File: config.mk
export PLATFORM = sky130hd
export DESIGN_NAME = posit_mult_pipe
export DESIGN_NICKNAME = d
export VERILOG_FILES = /design/src/rtl/posit_mult_pipe.sv
export SDC_FILE = /design/constraint.sdc
export NUM_CORES = 1
export LEC_CHECK = 0
export ABC_AREA = 1
export BUFFER_PORTS_ARGS = -buffer_cell sky130_fd_sc_hd__buf_2
export CORE_UTILIZATION = 50
export CTS_BUF_LIST = sky130_fd_sc_hd__clkbuf_4
export DETAILED_ROUTE_END_ITERATION = 7
export PLACE_DENSITY = 0.7
export SLEW_MARGIN = 10
export SYNTH_ARGS = -nofsm -noshare
export SYNTH_HDL_FRONTEND = slang
export SYNTH_SLANG_ARGS = --single-unit
File: constraint.sdc
create_clock -name clk -period 2.6 [get_ports clk]
set_clock_uncertainty 0.2 [all_clocks]
set_input_delay 0.52 -clock clk [delete_from_list [all_inputs] [get_ports clk]]
set_output_delay 0.52 -clock clk [all_outputs]
set_load 0.005 [all_outputs]
File: src/rtl/posit_mult_pipe.sv
// Two-stage pipelined posit product core: multiplies decoded posit operands
// (sign/inf/zero/scale/fraction) and presents a normalized product with valid/ready flow control.
module posit_mult_pipe #(
  parameter int unsigned POSIT_WIDTH = 8,
  parameter int unsigned POSIT_ES    = 0,
  localparam int unsigned SW  = $clog2(POSIT_WIDTH - 1) + POSIT_ES + 1,
  localparam int unsigned FW  = POSIT_WIDTH - 3 - POSIT_ES,
  localparam int unsigned PSW = SW + 1,
  localparam int unsigned PFW = 2 * (FW + 1)
) (
  input  logic           clk,
  input  logic           rst_n,
  input  logic           s_valid,
  output logic           s_ready,
  input  logic           a_sign,
  input  logic           a_inf,
  input  logic           a_zero,
  input  logic [SW-1:0]  a_scale,
  input  logic [FW-1:0]  a_fraction,
  input  logic           b_sign,
  input  logic           b_inf,
  input  logic           b_zero,
  input  logic [SW-1:0]  b_scale,
  input  logic [FW-1:0]  b_fraction,
  output logic           m_valid,
  input  logic           m_ready,
  output logic           p_sign,
  output logic           p_inf,
  output logic           p_zero,
  output logic [PSW-1:0] p_scale,
  output logic [PFW-1:0] p_fraction
);

  logic           rdy1_c;
  logic           rdy2_c;

  logic           s1_v_q;
  logic           s1_sign_q, s1_inf_q, s1_zero_q;
  logic [PSW-1:0] s1_sum_q;
  logic [PFW-1:0] s1_mant_q;

  logic           s1_sign_d, s1_inf_d, s1_zero_d;
  logic [PSW-1:0] s1_sum_d;
  logic [PFW-1:0] s1_mant_d;

  logic           s2_v_q;
  logic           p_sign_q, p_inf_q, p_zero_q;
  logic [PSW-1:0] p_scale_q;
  logic [PFW-1:0] p_fraction_q;

  logic           p_sign_d, p_inf_d, p_zero_d;
  logic [PSW-1:0] p_scale_d;
  logic [PFW-1:0] p_fraction_d;

  // A stage may advance when it is empty or the stage after it is advancing.
  assign rdy2_c  = ~s2_v_q | m_ready;
  assign rdy1_c  = ~s1_v_q | rdy2_c;
  assign s_ready = rdy1_c;

  // Stage 1: combine flags, add scales, multiply mantissas with hidden ones restored.
  always_comb begin
    s1_sign_d = a_sign ^ b_sign;
    s1_inf_d  = a_inf | b_inf;
    s1_zero_d = (a_zero | b_zero) & ~s1_inf_d;
    s1_sum_d  = PSW'($signed(a_scale)) + PSW'($signed(b_scale));
    s1_mant_d = PFW'({1'b1, a_fraction}) * PFW'({1'b1, b_fraction});
  end

  // Stage 2: product of two [1,2) mantissas lies in [1,4); shift so the leading one sits at the MSB.
  always_comb begin
    p_sign_d     = s1_sign_q;
    p_inf_d      = s1_inf_q;
    p_zero_d     = s1_zero_q;
    p_scale_d    = s1_sum_q;
    p_fraction_d = s1_mant_q << 1;
    if (s1_mant_q[PFW-1]) begin
      p_scale_d    = s1_sum_q + PSW'(1);
      p_fraction_d = s1_mant_q;
    end
    if (s1_inf_q || s1_zero_q) begin
      p_sign_d     = 1'b0;
      p_scale_d    = '0;
      p_fraction_d = '0;
    end
  end

  always_ff @(posedge clk or negedge rst_n) begin
    if (!rst_n) begin
      s1_v_q       <= 1'b0;
      s1_sign_q    <= 1'b0;
      s1_inf_q     <= 1'b0;
      s1_zero_q    <= 1'b0;
      s1_sum_q     <= '0;
      s1_mant_q    <= '0;
      s2_v_q       <= 1'b0;
      p_sign_q     <= 1'b0;
      p_inf_q      <= 1'b0;
      p_zero_q     <= 1'b0;
      p_scale_q    <= '0;
      p_fraction_q <= '0;
    end else begin
      if (rdy1_c) begin
        s1_v_q <= s_valid;
        if (s_valid) begin
          s1_sign_q <= s1_sign_d;
          s1_inf_q  <= s1_inf_d;
          s1_zero_q <= s1_zero_d;
          s1_sum_q  <= s1_sum_d;
          s1_mant_q <= s1_mant_d;
        end
      end
      if (rdy2_c) begin
        s2_v_q <= s1_v_q;
        if (s1_v_q) begin
          p_sign_q     <= p_sign_d;
          p_inf_q      <= p_inf_d;
          p_zero_q     <= p_zero_d;
          p_scale_q    <= p_scale_d;
          p_fraction_q <= p_fraction_d;
        end
      end
    end
  end

  assign m_valid    = s2_v_q;
  assign p_sign     = p_sign_q;
  assign p_inf      = p_inf_q;
  assign p_zero     = p_zero_q;
  assign p_scale    = p_scale_q;
  assign p_fraction = p_fraction_q;

endmodule

==> results.cfg <==
[clocking]
cts_hold_buffers = 0
cts_tree = yes
clk_path_buf_depth = 2
cts.sinks = 42
cts_setup_buffers = 0
insertion_delay_ns = 0.33
clockRootBuffer = clkbuf_4
cts_buffers = 5
htree_levels = 2
clkTransAtPathRegs_ns = 0.11

[synth]
ys_types = 29
synthFlopType = dfrtp_1
synth-seq-area-share_pct = 35.0
synth_edf_count = 0
ys_ff_latch = 42
syn-num-nets = 428
synthArstFlopShare_pct = 100
yosysMostFrequentCell = nand2_1
synth_top_area_share_pct = 35.0
synthTopCellsByCount = 109 x nand2_1, 61 x inv_1, 42 x dfrtp_1
netlist_instances = 358
syn_area_sq_um = 3000
yosys.area.top_type = dfrtp_1
yosys_warnings = 0
synth.area.top_cells = dfrtp_1 35%, nand2_1 14%, fa_1 12%
avgSynthCellArea_sq_um = 8.38

[floorplanning]
initial_utilization_pct = 53.2
die_area_sq_um = 6310
core_sq_um = 5640
dieHeight_microns = 79.5
ios = 50
die_w_microns = 79.5
std_cell_rows = 27

[timing]
rsz0062_at_grt = yes
setup_viol = 8
hold_viol_final = 0
tightest_slew_ns = 0.907
period_minus_slack_ns = 3.05
hold_slack_ns = 0.102
period_share_pct = 117
maxSlewViolCount = 0
fmax_mhz = 328
setup_ws_ns = -0.445
slew-limit-headroom_pct = 39.5

[setup_path]
critPathMaxStageDelay_ns = 0.51
path_cells = buf_8 > nand2_2 > inv_2 > fa_1 > inv_1 > fa_1 > fa_1 > inv_2 > ha_4 > or2_4 > nand3b_1 > nand2_1 > nand2_1 > nand3_1 > nand2_1
end_kind = register
worst-endpoint-required_ns = 2.68
worst_setup_path_start_kind = input pin
critPathArrivalTime_ns = 3.13
cp_max_fo = 5
cpMaxStageDelayCell = fa_1
path_class = in2reg

[final_layout]
nNetsFinal = 501
fin_util_pct = 67.3
final_area_sq_um = 3790
diodes = 0
fill_cells = 479
drive_above_1_share_pct = 33.3
area_growth_pct = 26.5

[drt]
ant_nets = 0
drt-initial-drc-count = 73
first_pass_iters = 4
wirelength_microns = 5780
wire_per_inst_microns = 11.5
vias_per_cell = 4.82
dr_total_vias = 2430
drc = 0

[outcome]
violations = setup timing
status = finished with violations

[hold_path]
hp-class = in2async

[power_and_ir_drop]
peakVddDrop_uv = 372
power_uw = 2450
power.density_nw_per_um2 = 646
p_leak_uw = 0.00208

[grt]
grt_pass1_vias = 2372
grt_pass1_wl_microns = 10000
grt_remaining_overflow = 0
antenna_found_initial = 0
grt_max_degree = 43
track_usage_pct = 20.0

[placed_design]
gp_congestion = 0.795
hpwl_microns = 4470
port_buffers = 49
place_area_sq_um = 3570

[job]
drv_cap = 0
worst max-delay path, delay by kind of cell:
family / cells / cell delay [ns]
adders and majority gates: 4 / 1.70
buffers and inverters: 4 / 0.24
and+or+nand+nor: 7 / 0.68
path summary, 6_finish.rpt:
check                                    startpoint                        end  slack (ns)  depth (start not counted)
max in group asynchronous                     rst_n     p_scale[3]$_DFFE_PN0P_        1.54                          1
worst min register to register   p_sign$_DFFE_PN0P_         p_sign$_DFFE_PN0P_        0.29                          2
min in group clk                            m_ready        m_valid$_DFFE_PN0P_        0.25                          4
worst max register to register  m_valid$_DFFE_PN0P_     p_scale[2]$_DFFE_PN0P_        0.92                          3
worst max-delay path                  b_fraction[3]   s1_mant_q[8]$_DFFE_PN0P_       -0.45                         15
worst min-delay path                          rst_n  p_fraction[3]$_DFFE_PN0P_        0.10                          1
per-stage QoR:
stage	setup WS (ns)	instances	TNS [ns]
floorplan	-0.614	358	-4.01
global placement	-0.857	496	-6.09
detailed placement	-0.927	496	-6.46
CTS	-0.477	504	-2.80
global route	-0.539	504	-3.34
finish	-0.445	504	-2.66
flip-flops by register name (all words and copies together), names as in the netlist:
register    flops
p_fraction     12
s1_mant_q      12
p_scale         5
s1_sum_q        5
m_valid         1
p_inf           1
p_inf_d         1
p_sign          1
p_zero          1
p_zero_d        1
s1_sign_q       1
s1_v_q          1
cell usage in the layout, fill, tap and decap left out, types with 12 or more instances in the layout:
cell / n
dfrtp_1: 42
buf_4: 26
buf_2: 40
inv_2: 12
o21ai_0: 13
ha_1: 17
nand3_1: 12
inv_1: 51
fa_1: 17
nand2_1: 95
routing by layer:
metal | part of all wire [%] | track usage [%]
met1 | 48 | 25.7
met2 | 48 | 34.7
met5 | 0 | 0
met4 | 1.2 | 5.82
met3 | 2.9 | 3.09
cells by family after synthesis:
family                   synth area share [%]
flip-flops                               35.0
multiplexers                             2.34
adder cells (fa/ha/maj)                  22.0
buffers and inverters                    9.97
AO/OA/AOI/OAI                            8.89
XOR/XNOR                                 1.17
AND/OR/NAND/NOR                          20.6
report_power, final:
group / leakage, uW / internal (uW) / switching, uW
Combinational: 0.00152 / 595 / 655
Clock: 0.0000331 / 112 / 193
Sequential: 0.000536 / 797 / 97.3
area by class of cell:
class / instances / area, sq um / area share [%]
clock buffer: 6 / 45.0 / 1.19
clock inverter: 2 / 8.76 / 0.231
inverter: 64 / 243 / 6.40
multi-input combinational: 244 / 1850 / 48.8
sequential: 42 / 1050 / 27.7
tap: 72 / 90.1 / 2.37
timing repair buffer: 74 / 505 / 13.3
repair_timing:
action                     CTS  global route
resized for setup           27            21
pin swaps                   17            12
gates cloned                 0             0
setup endpoints to repair    8             8
(Power assumes the default switching activity.)
